$ cat src/rtl/axi64_mem_arbiter.sv
// Two-requester AXI4 arbiter onto one axi64 master: round-robin AR/AW with
// outstanding limits, source-tagged IDs, and W ordering by a granted-writer FIFO.
module axi64_arb_chan #(
  parameter int PW = 8
) (
  input  logic                 clk,
  input  logic                 rst_n,
  input  logic [1:0]           req,
  input  logic [1:0][PW-1:0]   pld,
  input  logic                 m_ready,
  output logic [1:0]           gnt,
  output logic                 m_valid,
  output logic                 m_src,
  output logic [PW-1:0]        m_pld
);
  logic last, win, accept;

  always_comb begin
    accept = !m_valid || m_ready;
    win    = (req == 2'b11) ? ~last : req[1];
    gnt    = 2'b00;
    if (rst_n && accept && (req != 2'b00)) gnt[win] = 1'b1;
  end

  // last starts at 1 so requester 0 wins the first tie
  always_ff @(posedge clk) begin
    if (!rst_n) begin
      m_valid <= 1'b0;
      m_src   <= 1'b0;
      m_pld   <= '0;
      last    <= 1'b1;
    end else if (accept) begin
      m_valid <= |gnt;
      if (|gnt) begin
        m_src <= win;
        m_pld <= pld[win];
        last  <= win;
      end
    end
  end
endmodule

module axi64_mem_arbiter #(
  parameter int ID_WIDTH        = 6,
  parameter int ADDR_WIDTH      = 32,
  parameter int DATA_WIDTH      = 64,
  parameter int MAX_OUTSTANDING = 4,
  parameter int WFIFO_DEPTH     = 4
) (
  input  logic                                clk,
  input  logic                                rst_n,
  input  logic [1:0]                          s_arvalid,
  output logic [1:0]                          s_arready,
  input  logic [1:0][ID_WIDTH-1:0]            s_arid,
  input  logic [1:0][ADDR_WIDTH-1:0]          s_araddr,
  input  logic [1:0][7:0]                     s_arlen,
  input  logic [1:0][2:0]                     s_arsize,
  input  logic [1:0][1:0]                     s_arburst,
  input  logic [1:0][3:0]                     s_arcache,
  output logic [1:0]                          s_rvalid,
  input  logic [1:0]                          s_rready,
  output logic [ID_WIDTH-1:0]                 s_rid,
  output logic [DATA_WIDTH-1:0]               s_rdata,
  output logic [1:0]                          s_rresp,
  output logic                                s_rlast,
  input  logic [1:0]                          s_awvalid,
  output logic [1:0]                          s_awready,
  input  logic [1:0][ID_WIDTH-1:0]            s_awid,
  input  logic [1:0][ADDR_WIDTH-1:0]          s_awaddr,
  input  logic [1:0][7:0]                     s_awlen,
  input  logic [1:0][2:0]                     s_awsize,
  input  logic [1:0][1:0]                     s_awburst,
  input  logic [1:0][3:0]                     s_awcache,
  input  logic [1:0]                          s_wvalid,
  output logic [1:0]                          s_wready,
  input  logic [1:0][DATA_WIDTH-1:0]          s_wdata,
  input  logic [1:0][DATA_WIDTH/8-1:0]        s_wstrb,
  input  logic [1:0]                          s_wlast,
  output logic [1:0]                          s_bvalid,
  input  logic [1:0]                          s_bready,
  output logic [ID_WIDTH-1:0]                 s_bid,
  output logic [1:0]                          s_bresp,
  output logic                                m_arvalid,
  input  logic                                m_arready,
  output logic [ID_WIDTH:0]                   m_arid,
  output logic [ADDR_WIDTH-1:0]               m_araddr,
  output logic [7:0]                          m_arlen,
  output logic [2:0]                          m_arsize,
  output logic [1:0]                          m_arburst,
  output logic [3:0]                          m_arcache,
  input  logic                                m_rvalid,
  output logic                                m_rready,
  input  logic [ID_WIDTH:0]                   m_rid,
  input  logic [DATA_WIDTH-1:0]               m_rdata,
  input  logic [1:0]                          m_rresp,
  input  logic                                m_rlast,
  output logic                                m_awvalid,
  input  logic                                m_awready,
  output logic [ID_WIDTH:0]                   m_awid,
  output logic [ADDR_WIDTH-1:0]               m_awaddr,
  output logic [7:0]                          m_awlen,
  output logic [2:0]                          m_awsize,
  output logic [1:0]                          m_awburst,
  output logic [3:0]                          m_awcache,
  output logic                                m_wvalid,
  input  logic                                m_wready,
  output logic [DATA_WIDTH-1:0]               m_wdata,
  output logic [DATA_WIDTH/8-1:0]             m_wstrb,
  output logic                                m_wlast,
  input  logic                                m_bvalid,
  output logic                                m_bready,
  input  logic [ID_WIDTH:0]                   m_bid,
  input  logic [1:0]                          m_bresp,
  output logic                                busy
);
  localparam int PW  = ID_WIDTH + ADDR_WIDTH + 17;
  localparam int CW  = $clog2(MAX_OUTSTANDING + 1);
  localparam int FW  = $clog2(WFIFO_DEPTH);
  localparam int FW1 = FW + 1;
  localparam logic [CW-1:0]  CMAX = CW'(MAX_OUTSTANDING);
  localparam logic [FW:0]    WDEP = FW1'(WFIFO_DEPTH);

  logic [1:0][PW-1:0] ar_pld, aw_pld;
  logic [PW-1:0]      ar_m, aw_m;
  logic               ar_src, aw_src;
  logic [1:0]         ar_req, aw_req, rd_done, wr_done;
  logic [1:0][CW-1:0] rd_cnt, wr_cnt;

  logic [WFIFO_DEPTH-1:0] wf_mem;
  logic [FW:0]            wf_wp, wf_rp, wf_cnt;
  logic                   wf_full, wf_empty, wf_pop, wf_head;

  assign wf_cnt   = wf_wp - wf_rp;
  assign wf_full  = (wf_cnt == WDEP);
  assign wf_empty = (wf_cnt == '0);
  assign wf_head  = wf_mem[wf_rp[FW-1:0]];
  assign wf_pop   = !wf_empty && s_wvalid[wf_head] && m_wready && s_wlast[wf_head];

  always_comb begin
    for (int n = 0; n < 2; n++) begin
      ar_pld[n]  = {s_arid[n], s_araddr[n], s_arlen[n], s_arsize[n], s_arburst[n], s_arcache[n]};
      aw_pld[n]  = {s_awid[n], s_awaddr[n], s_awlen[n], s_awsize[n], s_awburst[n], s_awcache[n]};
      rd_done[n] = m_rvalid && m_rready && m_rlast && (m_rid[ID_WIDTH] == 1'(n));
      wr_done[n] = m_bvalid && m_bready && (m_bid[ID_WIDTH] == 1'(n));
      ar_req[n]  = s_arvalid[n] && (rd_cnt[n] < CMAX);
      // a wlast pop frees a FIFO slot in the same cycle
      aw_req[n]  = s_awvalid[n] && (wr_cnt[n] < CMAX) && (!wf_full || wf_pop);
    end
  end

  axi64_arb_chan #(.PW(PW)) u_ar (
    .clk(clk), .rst_n(rst_n), .req(ar_req), .pld(ar_pld), .m_ready(m_arready),
    .gnt(s_arready), .m_valid(m_arvalid), .m_src(ar_src), .m_pld(ar_m)
  );
  axi64_arb_chan #(.PW(PW)) u_aw (
    .clk(clk), .rst_n(rst_n), .req(aw_req), .pld(aw_pld), .m_ready(m_awready),
    .gnt(s_awready), .m_valid(m_awvalid), .m_src(aw_src), .m_pld(aw_m)
  );

  assign m_arid = {ar_src, ar_m[PW-1 -: ID_WIDTH]};
  assign {m_araddr, m_arlen, m_arsize, m_arburst, m_arcache} = ar_m[PW-ID_WIDTH-1:0];
  assign m_awid = {aw_src, aw_m[PW-1 -: ID_WIDTH]};
  assign {m_awaddr, m_awlen, m_awsize, m_awburst, m_awcache} = aw_m[PW-ID_WIDTH-1:0];

  always_ff @(posedge clk) begin
    if (!rst_n) begin
      rd_cnt <= '0;
      wr_cnt <= '0;
      wf_mem <= '0;
      wf_wp  <= '0;
      wf_rp  <= '0;
    end else begin
      for (int n = 0; n < 2; n++) begin
        rd_cnt[n] <= rd_cnt[n] + CW'(s_arready[n]) - CW'(rd_done[n]);
        wr_cnt[n] <= wr_cnt[n] + CW'(s_awready[n]) - CW'(wr_done[n]);
      end
      if (|s_awready) begin
        wf_mem[wf_wp[FW-1:0]] <= s_awready[1];
        wf_wp <= wf_wp + FW1'(1);
      end
      if (wf_pop) wf_rp <= wf_rp + FW1'(1);
    end
  end

  always_comb begin
    s_rvalid = 2'b00;
    s_rvalid[m_rid[ID_WIDTH]] = m_rvalid;
    m_rready = s_rready[m_rid[ID_WIDTH]];
    s_rid    = m_rid[ID_WIDTH-1:0];
    s_rdata  = m_rdata;
    s_rresp  = m_rresp;
    s_rlast  = m_rlast;

    s_bvalid = 2'b00;
    s_bvalid[m_bid[ID_WIDTH]] = m_bvalid;
    m_bready = s_bready[m_bid[ID_WIDTH]];
    s_bid    = m_bid[ID_WIDTH-1:0];
    s_bresp  = m_bresp;

    // W beats follow AW grant order; a writer not at the head is stalled
    m_wvalid = !wf_empty && s_wvalid[wf_head];
    m_wdata  = s_wdata[wf_head];
    m_wstrb  = s_wstrb[wf_head];
    m_wlast  = s_wlast[wf_head];
    s_wready = 2'b00;
    if (rst_n && !wf_empty) s_wready[wf_head] = m_wready;

    busy = (|rd_cnt) || (|wr_cnt) || !wf_empty || m_arvalid || m_awvalid;
  end
endmodule
$ cat config.mk
export PLATFORM = sky130hd
export DESIGN_NAME = axi64_mem_arbiter
export DESIGN_NICKNAME = d
export VERILOG_FILES = /design/src/rtl/axi64_mem_arbiter.sv
export SDC_FILE = /design/constraint.sdc
export NUM_CORES = 1
export LEC_CHECK = 0
export CAP_MARGIN = 25
export CORE_AREA = 2 2 292 294
export CTS_CLUSTER_SIZE = 16
export DETAILED_ROUTE_END_ITERATION = 16
export DIE_AREA = 0 0 294 296
export GPL_TIMING_DRIVEN = 0
export PLACE_DENSITY = 0.44
export SLEW_MARGIN = 0
export SYNTH_ARGS = -nofsm -noshare
export SYNTH_HDL_FRONTEND = slang
export SYNTH_HIERARCHICAL = 1
export SYNTH_SLANG_ARGS = --single-unit
$ cat constraint.sdc
create_clock -name clk -period 4 [get_ports clk]
set_input_delay 0.8 -clock clk [delete_from_list [all_inputs] [get_ports clk]]
set_output_delay 0.8 -clock clk [all_outputs]
set_load 0.03 [all_outputs]
==> run_results.csv <==
group,metric,value,unit
timing,final-max-slew-violation-count,0,
synthesis,yosysTopAreaCell,"dfxtp_1",
global_route,top_usage_layer,"met2",
drt,vias_per_cell,3.64,
global_route,met1_usage,12.8,%
clocking,cts_buffer_depth,2,
setup_path,crit_buf_inv,4,
timing,setup_viol,0,
finish,layout-drive-gt1-share,16.9,%
global_route,antenna_found_initial,8,
timing,setup_tns,0,ns
drt,drc,0,
finish,multiInputGateArea,4160,um^2
finish,fin_nets,2049,
global_route,grt_start_max_net_pins,20,
timing,skew,0.0129,ns
clocking,cts.clk_slew.worst_paths,0.06,ns
global_route,met3_usage,4.11,%
timing,finalHoldViolations,0,
finish,area_delta_synth_final,110,%
synthesis,netlist_area,8050,um^2
synthesis,ys_warn_count,6,
timing,fin_crit_sh,95.6,%
drt,wl,50200,um
pwr,p_leak,6.33,nW
job,max_cap_violations,0,
synthesis,syn_inst,867,
synthesis,synth.distinct_cells,42,
setup_path,crit_slowest_cell,"clkbuf_1",
placement,portBuffers,667,
floorplanning,placement_rows,107,
drt,wire_per_inst,18.8,um
drt,ant_nets,0,
finish,final_area,16900,um^2
pwr,peakVddDrop,0.318,mV
finish,final_core_util,20.1,%
synthesis,ys.flop_type,"dfxtp_1",
finish,final_common_cell,"clkdlybuf4s50_1",
floorplanning,dieArea,87000,um^2
clocking,cts_tree,"yes",
clocking,cts-buffers-inserted,17,
worst_hold_path,hp-class,"flop to flop",
floorplanning,die_h,296,um
global_route,grt_pass1_wl,69400,um
synthesis,synth_nets,1354,
drt,via_count,9713,
synthesis,avgSynthCellArea,9.28,um^2
setup_path,worst_ep_arrival_time,3.02,ns
timing,worst_pin_slew,0.788,ns
synthesis,synth_top_area_share,34.3,%
timing,rsz0062_at_grt,"false",
placement,dp_hpwl,41900,um
placement,gp_congestion,0.858,
setup_path,cp-end-kind,"primary output",
floorplanning,die_w,294,um
global_route,grt_pass1_vias,10100,
setup_path,cpPeakStageDelay,0.50,ns
synthesis,synth_sequential_area_ratio,34.3,%
global_route,globalRouteMet2Util,18.6,%
floorplanning,boundaryPins,748,
synthesis,synth_seq_cells,138,
clocking,cts-root-buf,"clkbuf_16",
drt,first_pass_iters,5,
pwr,powerDensity,423,nW/um^2
clocking,htree_levels,4,
finish,fillers,9240,
run_status,status,"finished, final reports clean",
setup_path,start_kind,"input port",
timing,relSlewSlack,47.5,%
setup_path,cpMostUsedCell,"nor2b_1",
timing,min_period,3.82,ns
synthesis,synth_enable_flop_cells,0,
timing,timing.fmax,262,MHz
setup_path,crit_fanout,10,
global_route,gr-usage-all-layers,11.0,%
finish,register_area,2770,um^2
finish,final_cell_mix,"clkdlybuf4s50_1 (657), dfxtp_1 (135), nand2_1 (121)",
setup_path,cp_cell_sequence,"clkdlybuf4s50_1 -> nor2b_1 -> nor2b_1 -> buf_4 -> clkbuf_1 -> nor4_1 -> dlygate4sd2_1",
drt,drt_iter0_drc,304,
global_route,grt-ovfl-total,0,
setup_path,crit_type,"input port to primary output",
synthesis,ys_top_cells_by_area,"dfxtp_1 (34%), a221o_1 (14%), mux2_2 (10%)",
setup_path,crit_family,"buffers and inverters",
clocking,hold_buffers,0,
setup_path,crit_required,3.20,ns
clocking,clkSinkCount,138,
floorplanning,initial_core_util,9.56,%
clocking,insertion_delay,0.49,ns
synthesis,async_flop_share,0,%
placement,dpl_cell_area,16100,um^2
floorplanning,core,84200,um^2
[synth_stat cells, types with 2 or more instances]
cell type,number
a21o_1,2
and2_1,15
nor4_1,113
and3_1,3
clkbuf_1,36
nor2_1,10
o311ai_0,2
mux2i_1,2
buf_2,33
dfxtp_1,138
nor3_1,2
buf_6,8
nand4_1,2
a221o_1,110
xnor2_1,9
fa_1,4
nand2_1,121
nor4b_1,2
nor2b_1,17
a22oi_1,4
a2111oi_4,2
mux2_2,74
o21ai_0,6
ha_1,17
and3b_1,2
o21a_1,2
nand3_1,2
inv_1,26
buf_4,90
[worst paths after layout]
path	startpoint	to	slack, ns	depth (start not counted)
worst max-delay path	s_arvalid[1]	s_arready[0]	0.18	7
worst min-delay path	u_ar/m_src$_SDFFE_PN0P_	u_ar/m_src$_SDFFE_PN0P_	0.45	1
worst max register to register	wf_rp[0]$_SDFFE_PN0P_	wr_cnt[4]$_SDFF_PN0_	0.45	14
worst min register to register	u_ar/m_src$_SDFFE_PN0P_	u_ar/m_src$_SDFFE_PN0P_	0.45	1
[metal layers]
metal	part of all wire (%)	vias up
met3	8.2	48
met5	0.15	-
met1	41	4657
li1	-	4553
met4	1.9	12
met2	48	443
[state kept, by name, summed over array words and instances (netlist names)]
signal / flops
u_aw/m_pld: 55
u_ar/last: 1
u_aw/m_valid: 1
u_ar/m_valid: 1
u_aw/m_src: 1
u_aw/last: 1
wf_wp: 3
wr_cnt: 6
rd_cnt: 6
wf_mem: 4
u_ar/m_pld: 55
u_ar/m_src: 1
wf_rp: 3
[cell type report]
class	instances	share of cell area (%)
Tap cell	1090	8.07
Timing Repair Buffer	678	40.1
Clock inverter	10	0.963
Clock buffer	21	2.84
Inverter	26	0.578
Multi-Input combinational cell	536	24.6
Buffer	165	6.41
Sequential cell	138	16.4
Antenna cell	1	0.0148
[logic make-up (layout without fill, tap and decap cells)]
group / after synthesis / in the layout / share of synthesized area [%]
compound gates: 135 / 135 / 16.8
xor+xnor: 11 / 11 / 1.29
fa+ha+maj: 21 / 21 / 3.64
buf+inv: 193 / 900 / 14.5
flops: 138 / 138 / 34.3
mux: 77 / 77 / 10.8
other cells: 0 / 1 / 0
simple gates: 292 / 292 / 18.7
[power by group]
| group | internal, mW | switching (mW) |
|---|---|---|
| Sequential | 1.63 | 0.186 |
| Clock | 1.11 | 0.735 |
| Combinational | 1.61 | 1.87 |
[worst register-to-register path: stages, from the launching register on]
cell and delay (ns):
dfxtp_2 0.44, ha_1 0.17, nor2b_1 0.22, xnor2_2 0.13, o221ai_4 0.19, nand4_1 0.19
and3b_2 0.30, buf_4 0.16, a2111oi_4 0.40, buf_6 0.16, buf_4 0.10, buf_4 0.22
ha_1 0.20, fa_1 0.40, and2_1 0.16
[per-stage QoR]
step | setup WS, ns | hold WS [ns] | power (mW) | cells
3_3_place_gp | -1.60 | 0.436 | 5.29 | 2624
2_1_floorplan | 0.179 | 0.428 | 3.65 | 867
4_1_cts | -0.0224 | 0.455 | 7.26 | 2662
3_5_place_dp | -1.66 | 0.441 | 5.31 | 2625
6_report | 0.177 | 0.450 | 7.15 | 2665
5_1_grt | 0.00818 | 0.463 | 7.50 | 2664
[timing repair]
| action | in CTS | in global routing |
|---|---|---|
| gates cloned | 0 | 0 |
| endpoints found under the setup margin | 16 | 17 |
| pin swaps | 6 | 5 |
| resized for setup | 35 | 11 |
| setup buffers | 7 | 3 |
(Power assumes the default switching activity.)
